<file path="src/rtl/cpu_pc_seq_pkg.sv">
// Shared types and constants for the multi-cycle PC sequencer.
package cpu_pc_pkg;

  typedef enum logic {RUN = 1'b0, TRAP = 1'b1} pc_state_e;

  localparam int   CAUSE_MISALIGN = 0;
  localparam logic CAUSE_IRQ_FLAG = 1'b1;

  // Index width that stays legal for a single interrupt line.
  function automatic int clog2_min1(input int n);
    return (n > 1) ? $clog2(n) : 1;
  endfunction

endpackage

</file>
<file path="src/rtl/cpu_pc_seq_if.sv">
// Decode/ALU/interrupt side bus of the PC sequencer; master drives controls, slave is the sequencer.
interface cpu_pc_seq_if #(
  parameter int XLEN   = 32,
  parameter int N_IRQ  = 4,
  parameter int STAGES = 6
);
  localparam int CW = $clog2(N_IRQ) + 1;
  localparam int SW = $clog2(STAGES);

  logic              stall;
  logic              branch, zero, jal, jalr, mret;
  logic [XLEN-1:0]   offset;
  logic [XLEN-1:0]   result_from_alu;
  logic [N_IRQ-1:0]  irq, irq_mask;
  logic              ie_set, ie_clr;

  logic [XLEN-1:0]   pc, epc;
  logic [CW-1:0]     cause;
  logic              ie;
  logic              fetch_strobe;
  logic [N_IRQ-1:0]  int_ack;
  logic [SW-1:0]     stage;

  modport master (
    output stall, branch, zero, jal, jalr, mret, offset, result_from_alu,
           irq, irq_mask, ie_set, ie_clr,
    input  pc, epc, cause, ie, fetch_strobe, int_ack, stage
  );

  modport slave (
    input  stall, branch, zero, jal, jalr, mret, offset, result_from_alu,
           irq, irq_mask, ie_set, ie_clr,
    output pc, epc, cause, ie, fetch_strobe, int_ack, stage
  );
endinterface

</file>
<file path="src/rtl/cpu_pc_seq_irq_prio.sv">
// Lowest-index-wins priority encoder over the pending interrupt vector.
module cpu_irq_prio
  import cpu_pc_pkg::*;
#(
  parameter int N  = 4,
  parameter int IW = clog2_min1(N)
) (
  input  logic [N-1:0]  req,
  output logic          valid,
  output logic [IW-1:0] id,
  output logic [N-1:0]  onehot
);
  assign valid = |req;

  // Scan high to low so the last hit, the lowest index, wins.
  always_comb begin
    id     = '0;
    onehot = '0;
    for (int i = N - 1; i >= 0; i--) begin
      if (req[i]) begin
        id        = IW'(i);
        onehot    = '0;
        onehot[i] = 1'b1;
      end
    end
  end
endmodule

</file>
<file path="src/rtl/cpu_pc_seq.sv">
// Multi-cycle program-counter sequencer: stage counter, next-pc mux, interrupt/misalign trap entry, mret.
module cpu_pc_seq
  import cpu_pc_pkg::*;
#(
  parameter int              XLEN      = 32,
  parameter int              STAGES    = 6,
  parameter int              UPD_STAGE = 3,
  parameter int              N_IRQ     = 4,
  parameter logic [XLEN-1:0] RESET_VEC = 32'h0,
  parameter logic [XLEN-1:0] TRAP_VEC  = 32'h100,
  parameter bit              VECTORED  = 1'b1
) (
  input  logic          clk,
  input  logic          reset_n,
  cpu_pc_seq_if.slave   bus
);
  localparam int SW = $clog2(STAGES);
  localparam int CW = $clog2(N_IRQ) + 1;
  localparam int IW = clog2_min1(N_IRQ);
  localparam logic [SW-1:0] UPD_S  = SW'(UPD_STAGE);
  localparam logic [SW-1:0] LAST_S = SW'(STAGES - 1);

  pc_state_e        state_q, state_d;
  logic [SW-1:0]    stage_q, stage_d;
  logic [XLEN-1:0]  pc_q, pc_d, epc_q, epc_d;
  logic [CW-1:0]    cause_q, cause_d;
  logic             ie_q, ie_d;
  logic [N_IRQ-1:0] ack_q, ack_d;

  logic [N_IRQ-1:0] pend, irq_onehot;
  logic             irq_vld;
  logic [IW-1:0]    irq_id;
  logic [XLEN-1:0]  tgt, vec_off;
  logic [CW-1:0]    cause_irq;

  assign pend = bus.irq & bus.irq_mask & {N_IRQ{ie_q}};

  cpu_irq_prio #(.N(N_IRQ), .IW(IW)) u_prio (
    .req    (pend),
    .valid  (irq_vld),
    .id     (irq_id),
    .onehot (irq_onehot)
  );

  assign vec_off   = VECTORED ? (XLEN'(irq_id) << 2) : '0;
  assign cause_irq = (CW'(CAUSE_IRQ_FLAG) << (CW - 1)) | CW'(irq_id);

  always_comb begin
    tgt = pc_q + XLEN'(4);
    if (bus.branch)    tgt = bus.zero ? pc_q + bus.offset : pc_q + XLEN'(4);
    else if (bus.jal)  tgt = pc_q + bus.offset;
    else if (bus.jalr) tgt = bus.result_from_alu & ~XLEN'(1);
  end

  always_comb begin
    state_d = state_q;
    stage_d = stage_q;
    pc_d    = pc_q;
    epc_d   = epc_q;
    cause_d = cause_q;
    ie_d    = ie_q;
    ack_d   = '0;
    // ie pulses are frozen by stall except in TRAP, where stall has no effect.
    if (state_q == TRAP || !bus.stall) begin
      if (bus.ie_clr)      ie_d = 1'b0;
      else if (bus.ie_set) ie_d = 1'b1;
    end
    case (state_q)
      RUN: if (!bus.stall) begin
        stage_d = (stage_q == LAST_S) ? '0 : stage_q + SW'(1);
        if (stage_q == UPD_S) begin
          if (bus.mret) begin
            pc_d = epc_q;
            if (!bus.ie_clr) ie_d = 1'b1;
          end else if (tgt[1:0] != 2'b00) begin
            epc_d   = pc_q;
            cause_d = CW'(CAUSE_MISALIGN);
            ie_d    = 1'b0;
            pc_d    = TRAP_VEC;
          end else begin
            pc_d = tgt;
          end
        end
        if (stage_q == LAST_S && irq_vld) begin
          epc_d   = pc_q;
          cause_d = cause_irq;
          ie_d    = 1'b0;
          pc_d    = TRAP_VEC + vec_off;
          state_d = TRAP;
          ack_d   = irq_onehot;
        end
      end
      TRAP: begin
        state_d = RUN;
        stage_d = '0;
      end
      default: state_d = RUN;
    endcase
  end

  always_ff @(posedge clk or negedge reset_n) begin
    if (!reset_n) begin
      state_q <= RUN;
      stage_q <= '0;
      pc_q    <= RESET_VEC;
      epc_q   <= '0;
      cause_q <= '0;
      ie_q    <= 1'b0;
      ack_q   <= '0;
    end else begin
      state_q <= state_d;
      stage_q <= stage_d;
      pc_q    <= pc_d;
      epc_q   <= epc_d;
      cause_q <= cause_d;
      ie_q    <= ie_d;
      ack_q   <= ack_d;
    end
  end

  assign bus.pc           = pc_q;
  assign bus.epc          = epc_q;
  assign bus.cause        = cause_q;
  assign bus.ie           = ie_q;
  assign bus.int_ack      = ack_q;
  assign bus.stage        = stage_q;
  assign bus.fetch_strobe = (state_q == RUN) && (stage_q == '0) && !bus.stall;
endmodule
</file>
<file path="src/flat_wrapper.sv">
// flat-port wrapper written by rule: the top's interface ports become plain ports
module cpu_pc_seq_flat import cpu_pc_pkg::*;
#(
  parameter int              XLEN      = 32,
  parameter int              STAGES    = 6,
  parameter int              UPD_STAGE = 3,
  parameter int              N_IRQ     = 4,
  parameter logic [XLEN-1:0] RESET_VEC = 32'h0,
  parameter logic [XLEN-1:0] TRAP_VEC  = 32'h100,
  parameter bit              VECTORED  = 1'b1
)
  (clk, reset_n, bus_stall, bus_branch, bus_zero, bus_jal, bus_jalr, bus_mret, bus_offset, bus_result_from_alu, bus_irq, bus_irq_mask, bus_ie_set, bus_ie_clr, bus_pc, bus_epc, bus_cause, bus_ie, bus_fetch_strobe, bus_int_ack, bus_stage);
  cpu_pc_seq_if #(.XLEN(XLEN), .N_IRQ(N_IRQ), .STAGES(STAGES)) bus_i ();
  input  logic clk;
  input  logic reset_n;
  input wire logic [$bits(bus_i.stall)-1:0] bus_stall;
  input wire logic [$bits(bus_i.branch)-1:0] bus_branch;
  input wire logic [$bits(bus_i.zero)-1:0] bus_zero;
  input wire logic [$bits(bus_i.jal)-1:0] bus_jal;
  input wire logic [$bits(bus_i.jalr)-1:0] bus_jalr;
  input wire logic [$bits(bus_i.mret)-1:0] bus_mret;
  input wire logic [$bits(bus_i.offset)-1:0] bus_offset;
  input wire logic [$bits(bus_i.result_from_alu)-1:0] bus_result_from_alu;
  input wire logic [$bits(bus_i.irq)-1:0] bus_irq;
  input wire logic [$bits(bus_i.irq_mask)-1:0] bus_irq_mask;
  input wire logic [$bits(bus_i.ie_set)-1:0] bus_ie_set;
  input wire logic [$bits(bus_i.ie_clr)-1:0] bus_ie_clr;
  output wire logic [$bits(bus_i.pc)-1:0] bus_pc;
  output wire logic [$bits(bus_i.epc)-1:0] bus_epc;
  output wire logic [$bits(bus_i.cause)-1:0] bus_cause;
  output wire logic [$bits(bus_i.ie)-1:0] bus_ie;
  output wire logic [$bits(bus_i.fetch_strobe)-1:0] bus_fetch_strobe;
  output wire logic [$bits(bus_i.int_ack)-1:0] bus_int_ack;
  output wire logic [$bits(bus_i.stage)-1:0] bus_stage;
  assign bus_i.stall = bus_stall;
  assign bus_i.branch = bus_branch;
  assign bus_i.zero = bus_zero;
  assign bus_i.jal = bus_jal;
  assign bus_i.jalr = bus_jalr;
  assign bus_i.mret = bus_mret;
  assign bus_i.offset = bus_offset;
  assign bus_i.result_from_alu = bus_result_from_alu;
  assign bus_i.irq = bus_irq;
  assign bus_i.irq_mask = bus_irq_mask;
  assign bus_i.ie_set = bus_ie_set;
  assign bus_i.ie_clr = bus_ie_clr;
  assign bus_pc = bus_i.pc;
  assign bus_epc = bus_i.epc;
  assign bus_cause = bus_i.cause;
  assign bus_ie = bus_i.ie;
  assign bus_fetch_strobe = bus_i.fetch_strobe;
  assign bus_int_ack = bus_i.int_ack;
  assign bus_stage = bus_i.stage;
  cpu_pc_seq #(.XLEN(XLEN), .STAGES(STAGES), .UPD_STAGE(UPD_STAGE), .N_IRQ(N_IRQ), .RESET_VEC(RESET_VEC), .TRAP_VEC(TRAP_VEC), .VECTORED(VECTORED)) u_core (.clk(clk), .reset_n(reset_n), .bus(bus_i));
endmodule
</file>
<file path="config.mk">
export PLATFORM = sky130hd
export DESIGN_NAME = cpu_pc_seq_flat
export DESIGN_NICKNAME = d
export VERILOG_FILES = /design/src/rtl/cpu_pc_seq_pkg.sv /design/src/rtl/cpu_pc_seq_if.sv /design/src/rtl/cpu_pc_seq_irq_prio.sv /design/src/rtl/cpu_pc_seq.sv /design/src/flat_wrapper.sv
export SDC_FILE = /design/constraint.sdc
export NUM_CORES = 1
export LEC_CHECK = 0
export CAP_MARGIN = 20
export CORE_AREA = 2 2 113 115
export CTS_BUF_LIST = sky130_fd_sc_hd__clkbuf_4 sky130_fd_sc_hd__clkbuf_8
export CTS_CLUSTER_SIZE = 10
export DETAILED_ROUTE_END_ITERATION = 10
export DIE_AREA = 0 0 115 117
export PLACE_DENSITY = 0.92
export SYNTH_ARGS = -nofsm -noshare
export SYNTH_HDL_FRONTEND = slang
export SYNTH_SLANG_ARGS = --single-unit
</file>
<file path="constraint.sdc">
create_clock -name clk -period 6.53 [get_ports clk]
set_input_delay 1.959 -clock clk [delete_from_list [all_inputs] [get_ports clk]]
set_output_delay 1.959 -clock clk [all_outputs]
set_load 0.02 [all_outputs]
</file>
==> metrics, run 1 <==
result of the run finished, final reports clean; unrepaired setup endpoints after global routing no; Filler Cell Count 1012; largest stage delay on the critical path 0.67 ns; switching power total 988.9 uW; routed wire length 19.62 mm; post-CTS setup buffer count 0; Congestion Overflow GR 0; starting density of the core 48.71%; arrival time worst endpoint 3.70 ns; peak supply drop 0.0001336 V; number of buffers between clock root and the deepest sink 2; number of antenna violations at the first check in global routing 0; achievable frequency 176.7 MHz; antenna viol nets, final 0; nets in the synthesized netlist 803; share of synthesized registers carrying an async set or reset 100.0%; number of global-route vias before repair 6128; final setup violation count 0; via count of the routed design 6394; HPWL reported at the end of detailed placement 13.96 mm; placeable core region 12310 sq um; cell chosen for the clock root sky130_fd_sc_hd__clkbuf_8; synthesized area per cell 8.729 sq um; kind of start point of the critical path input port; drt via density 6.465; clock sinks 76; TritonCTS Buffers 9; sequential cell area fraction in the yosys report 31.71%; Leak 0.003393 uW; number of top-level pins 158; number of core rows 41; type of the setup path with the least slack input port to output pin; clock skew 0.01560 ns; max-slew headroom at the worst pin 36.59%; initial detailed-routing violation count 714; top flip-flop cell by instance count after synthesis sky130_fd_sc_hd__dfrtp_1; die span in x 115 um; Warnings, synthesis 0; clock slew seen by the registers of the worst setup and hold paths 0.09 ns; number of different library cells in the post-synthesis netlist 72; proportion of layout cells with a drive suffix above 1 8.701%; clock group share of total power 19.8%; post-cts sizing count 0; CTS H-tree depth 3; ordered list of cells on the worst path clkdlybuf4s50_1, or2_2, nor4_1, clkdlybuf4s50_1; largest fanout of any net on the critical path 6; Int Pwr 1389 uW; first-pass GRT wire length 30.83 mm; cell count after synthesis 687; FF+latch count, synth 76; area delta synth->final 32.96%; final critical-path share of the clock period 86.68%; count of final hold-check violations 0; part of the total power dissipated in combinational logic 49.9%; Worst setup EP type output pin; die height 117 um; Hold Crit Depth 2; first drt pass iteration count 7; Critical Path Most Common Cell sky130_fd_sc_hd__clkdlybuf4s50_1; ant diodes 0; WP buf/inv 2; master of the slowest instance on the critical path sky130_fd_sc_hd__clkdlybuf4s50_1; CTS tree built; pin count of the biggest net entering global routing 77; max-slew violations 0; routed length per placed instance 19.83 um; R2R Setup Slk 3.25 ns; number of nets at the end of the flow 950; DR DRC count 0; placer congestion estimate 0.9392; number of buffers inserted for hold repair after clock tree synthesis 0; clk_lat worst skew 0.39 ns; global-route usage over all layers 29.36%; Total Die Area 13460 sq um; share of power burned in registers 30.3%; netlist area before placement 5997 sq um; number of synthesized flops with an enable pin 0; total power divided by cell area 298.3 nW/um^2; worst min-delay path category flop to flop; Crit path required time 4.57 ns; Min Clock Period, post-route 5.660 ns; top cell family by delay on the critical path buffers and inverters; utilization after layout 64.77%; Sw Share 41.58%; Worst Max-Slew Pin Slew 0.9511 ns; CP Depth 4; Setup TNS 0 ns; number of buffers added on ports 156; logic depth of the worst register-to-register path 11; # Max-Cap Violations 0
registers in the layout, indices dropped and copies added (netlist names):
register            count
u_core.bus.cause        3
u_core.bus.epc         32
u_core.bus.ie           1
u_core.bus.int_ack      4
u_core.bus.pc          32
u_core.bus.stage        3
u_core.state_q          1
layout by cell type (no fill, tap or decap), drive strengths merged, types with 4 or more instances in the layout:
master / instances
o221ai: 10
a31oi: 15
buf: 10
nand2: 70
nand3: 19
a311oi: 4
nor2b: 7
xor2: 19
ha: 33
o21bai: 4
clkdlybuf4s50: 155
nand2b: 8
nor2: 43
nor3b: 5
dfrtp: 76
a21oi: 67
a221o: 14
a221oi: 7
a21o: 14
nand4: 8
o21ai: 54
mux2: 33
inv: 15
and3: 12
a22oi: 12
and2: 9
o211ai: 6
xnor2: 24
clkbuf: 12
nor3: 14
a211oi: 6
routing by layer:
metal | wire (um) | GRT usage (%) | vias to the layer above
met5 | 0 | 0 | -
met4 | 808 | 14.46 | 0
met3 | 1916 | 7.724 | 77
met2 | 9011 | 47.02 | 379
met1 | 7880 | 37.01 | 3032
li1 | - | - | 2906
through the flow:
stage / setup WS (ns) / std cells / area, sq um / hold WS [ns] / power [uW]
after global placement: 0.9415 / 972 / 7700 / 0.4603 / 1859
after global routing: 0.7379 / 989 / 7974 / 0.5288 / 2515
after floorplan: 1.581 / 687 / 5997 / 0.4961 / 1436
after detailed placement: 0.8703 / 972 / 7700 / 0.4822 / 1885
after CTS: 0.8634 / 988 / 7954 / 0.5019 / 2361
final: 0.8701 / 989 / 7974 / 0.4939 / 2378
synthesized netlist by cell type (15+ instances only):
master	number	area [sq um]
sky130_fd_sc_hd__dfrtp_1	76	1902
sky130_fd_sc_hd__nand2_1	69	259.0
sky130_fd_sc_hd__a21oi_1	67	335.3
sky130_fd_sc_hd__o21ai_0	47	235.2
sky130_fd_sc_hd__nor2_1	42	157.7
sky130_fd_sc_hd__ha_1	33	412.9
sky130_fd_sc_hd__mux2_2	31	349.1
sky130_fd_sc_hd__xnor2_1	24	210.2
sky130_fd_sc_hd__clkbuf_1	22	82.58
sky130_fd_sc_hd__nand3_1	19	95.09
sky130_fd_sc_hd__xor2_1	19	166.4
sky130_fd_sc_hd__a31oi_1	15	93.84
sky130_fd_sc_hd__inv_1	15	56.30
cells by family (layout without fill, tap and decap cells):
group           Yosys count  count (layout)  share of synthesized area [%]
buf+inv                  44             196                          3.129
flops                    76              76                          31.71
simple gates            207             207                          17.42
fa+ha+maj                34              34                          7.219
compound gates          247             247                          27.54
xor+xnor                 43              43                          6.280
mux                      36              36                          6.697
tightest hold or removal path, delay by kind of cell, from the launching register on:
family	cells	cell delay, ns
DFF	1	0.35
AOI/OAI and AO/OA	1	0.06
and+or+nand+nor	1	0.04
power groups by stage:
stage / clock (uW) / sequential (uW) / combinational [uW]
detailed placement: 0 / 724 / 1160
floorplan: 0 / 803 / 633
global route: 492 / 736 / 1290
global placement: 0 / 719 / 1140
CTS: 474 / 716 / 1170
finish: 471 / 721 / 1190
cell type report:
class | count | area [sq um] | share of cell area (%)
timing repair buffer | 165 | 1652 | 20.71
multi-input combinational | 567 | 3923 | 49.19
tap | 150 | 187.7 | 2.354
inverter | 15 | 56.30 | 0.7061
clock buffer | 12 | 158.9 | 1.993
sequential | 76 | 1902 | 23.85
clock inverter | 4 | 95.09 | 1.193
final timing paths:
check,to,startpoint
max,bus_fetch_strobe,bus_stall
min,u_core.bus.cause[1],u_core.bus.cause[1]
max reg2reg,u_core.bus.pc[21],u_core.bus.pc[0]
min reg2reg,u_core.bus.cause[1],u_core.bus.cause[1]
max in group asynchronous,u_core.bus.pc[6],reset_n
min in group asynchronous,u_core.bus.pc[5],reset_n
Note: power is estimated with default switching activity, not from simulation.
==> inputs of run 2 (changes only) <==
--- a/config.mk
+++ b/config.mk
@@ -8,7 +8,6 @@
 export CAP_MARGIN = 20
 export CORE_AREA = 2 2 113 115
 export CTS_BUF_LIST = sky130_fd_sc_hd__clkbuf_4 sky130_fd_sc_hd__clkbuf_8
-export CTS_CLUSTER_SIZE = 10
 export DETAILED_ROUTE_END_ITERATION = 10
 export DIE_AREA = 0 0 115 117
 export PLACE_DENSITY = 0.92
==> results of run 2 <==
The final DEF is identical to that of run 1; final timing and power are the same.
==> inputs of run 3 (changes only) <==
--- a/config.mk
+++ b/config.mk
@@ -6,11 +6,11 @@
 export NUM_CORES = 1
 export LEC_CHECK = 0
 export CAP_MARGIN = 20
-export CORE_AREA = 2 2 113 115
+export CORE_AREA = 2 2 158 160
 export CTS_BUF_LIST = sky130_fd_sc_hd__clkbuf_4 sky130_fd_sc_hd__clkbuf_8
 export DETAILED_ROUTE_END_ITERATION = 10
-export DIE_AREA = 0 0 115 117
-export PLACE_DENSITY = 0.92
+export DIE_AREA = 0 0 160 162
+export PLACE_DENSITY = 0.57
 export SYNTH_ARGS = -nofsm -noshare
 export SYNTH_HDL_FRONTEND = slang
 export SYNTH_SLANG_ARGS = --single-unit
==> metrics, run 3 (synthesis gave the netlist of run 1 again) <==
proportion of layout cells with a drive suffix above 1 8.602% (was 8.701%); routed wire length 22.21 mm (was 19.62 mm); Worst setup EP type output pin (unchanged); unrepaired setup endpoints after global routing no (unchanged); post-CTS setup buffer count 0 (unchanged); most common cell after layout, fill and taps aside sky130_fd_sc_hd__clkdlybuf4s50_1 (unchanged); area delta synth->final 34.93% (was 32.96%); Final Instance Area 8092 sq um (was 7974 sq um); initial detailed-routing violation count 504 (was 714); drt via density 5.245 (was 6.465); kind of start point of the critical path input port (unchanged); clock slew seen by the registers of the worst setup and hold paths 0.08 ns (was 0.09 ns); first drt pass iteration count 5 (was 7); first-pass GRT wire length 33.94 mm (was 30.83 mm); busiest layer in global routing met2 (unchanged); type of the setup path with the least slack input port to output pin (unchanged); HPWL reported at the end of detailed placement 16.43 mm (was 13.96 mm); achievable frequency 176.8 MHz (was 176.7 MHz); Min Clock Period, post-route 5.657 ns (was 5.660 ns); number of buffers inserted for hold repair after clock tree synthesis 0 (unchanged); Crit path required time 4.57 ns (about the same); clock sinks 76 (unchanged); final critical-path share of the clock period 86.63% (was 86.68%); global-route usage over all layers 16.90% (was 29.36%); Worst Max-Slew Pin Slew 1.034 ns (was 0.9511 ns); CTS tree built (unchanged); result of the run finished, final reports clean (unchanged); TritonCTS Buffers 9 (unchanged); Total Die Area 25920 sq um (was 13460 sq um); met2 track demand over resource in global routing 27.27% (was 47.02%); max-slew headroom at the worst pin 31.03% (was 36.59%); number of top-level pins 158 (unchanged); routed length per placed instance 19.13 um (was 19.83 um); number of buffers between clock root and the deepest sink 2 (unchanged); final setup violation count 0 (unchanged); die span in x 160 um (was 115 um); die height 162 um (was 117 um); post-cts sizing count 0 (unchanged); number of buffers added on ports 156 (unchanged); number of core rows 57 (was 41); Filler Cell Count 2583 (was 1012); met3 usage 3.626% (was 7.724%); CTS H-tree depth 3 (unchanged); number of global-route vias before repair 5852 (was 6128); Leak 0.003343 uW (was 0.003393 uW); total power divided by cell area 278.9 nW/um^2 (was 298.3 nW/um^2); ant diodes 0 (unchanged); number of nets at the end of the flow 950 (unchanged); placer congestion estimate 0.8962 (was 0.9392); pin count of the biggest net entering global routing 40 (was 77); worst min-delay path category flop to flop (unchanged); Setup TNS 0 ns (unchanged); # Max-Cap Violations 0 (unchanged); count of final hold-check violations 0 (unchanged); top library cells by usage in the layout, fill and taps aside sky130_fd_sc_hd__clkdlybuf4s50_1 (155), sky130_fd_sc_hd__dfrtp_1 (76), sky130_fd_sc_hd__nand2_1 (69) (unchanged); clock skew 0.01222 ns (was 0.01560 ns); largest fanout of any net on the critical path 6 (unchanged); peak supply drop 0.0001185 V (was 0.0001336 V); antenna viol nets, final 0 (unchanged); via count of the routed design 6089 (was 6394); clk_lat worst skew 0.37 ns (was 0.39 ns); DR DRC count 0 (unchanged); starting density of the core 24.88% (was 48.71%); met1 global-route usage 23.37% (was 37.01%); Congestion Overflow GR 0 (unchanged); number of antenna violations at the first check in global routing 0 (unchanged); cell chosen for the clock root sky130_fd_sc_hd__clkbuf_8 (unchanged); Area after DPL 7916 sq um (was 7700 sq um); arrival time worst endpoint 3.70 ns (about the same); max-slew violations 0 (unchanged); placeable core region 24110 sq um (was 12310 sq um)
[run 3: cell types whose count changed in the layout (fill, tap and decap cells not counted), sizes merged]
cell    change
bufinv      -3
clkbuf      +1
[run 3: worst paths after layout]
path	start	to	slack, ns	cells after the start
max	bus_stall	bus_fetch_strobe	0.87	4
max in group asynchronous	reset_n	u_core.bus.pc[20]	4.00	2
max reg2reg	u_core.bus.pc[0]	u_core.bus.pc[23]	3.21	11
min in group asynchronous	reset_n	u_core.bus.epc[0]	1.56	1
min	u_core.bus.cause[0]	u_core.bus.cause[0]	0.49	2
min reg2reg	u_core.bus.cause[0]	u_core.bus.cause[0]	0.49	2
[run 3: worst max-delay path, cell delays in order]
cell and delay (ns):
sky130_fd_sc_hd__clkdlybuf4s50_1 0.50, sky130_fd_sc_hd__or2_2 0.38, sky130_fd_sc_hd__nor4_1 0.21, sky130_fd_sc_hd__clkdlybuf4s50_1 0.65
[run 3: layer usage]
metal	part of all wire [%]	wire length, um	vias to the layer above
met4	1.1	240	0
met3	6.0	1341	17
li1	-	-	2895
met5	0	0	-
met1	48	10640	2943
met2	45	9990	234
[run 3: final cells by class]
| type | count | area, sq um | area share (%) |
|---|---|---|---|
| Sequential cell | 76 | 1902 | 23.50 |
| Clock inverter | 1 | 8.758 | 0.1082 |
| Clock buffer | 13 | 166.4 | 2.057 |
| Tap cell | 324 | 405.4 | 5.010 |
| Multi-Input combinational cell | 567 | 3926 | 48.52 |
| Timing Repair Buffer | 165 | 1627 | 20.10 |
| Inverter | 15 | 56.30 | 0.6958 |
[run 3: power breakdown]
| group | switching, uW | internal (uW) | total [uW] |
|---|---|---|---|
| clock network | 184 | 164 | 348 |
| logic | 643 | 543 | 1190 |
| registers | 157 | 564 | 721 |
[run 3: metrics by stage]
stage	cells	hold slack (ns)	util [%]	setup slack, ns	power (uW)
3_3_place_gp	1147	0.4706	32.84	0.8951	1903
4_1_cts	1161	0.4914	33.57	0.8788	2270
3_5_place_dp	1147	0.4721	32.84	0.8805	1909
2_1_floorplan	687	0.4961	-	1.581	1436
5_1_grt	1161	0.5398	33.57	0.8152	2415
6_report	1161	0.4898	33.57	0.8733	2256
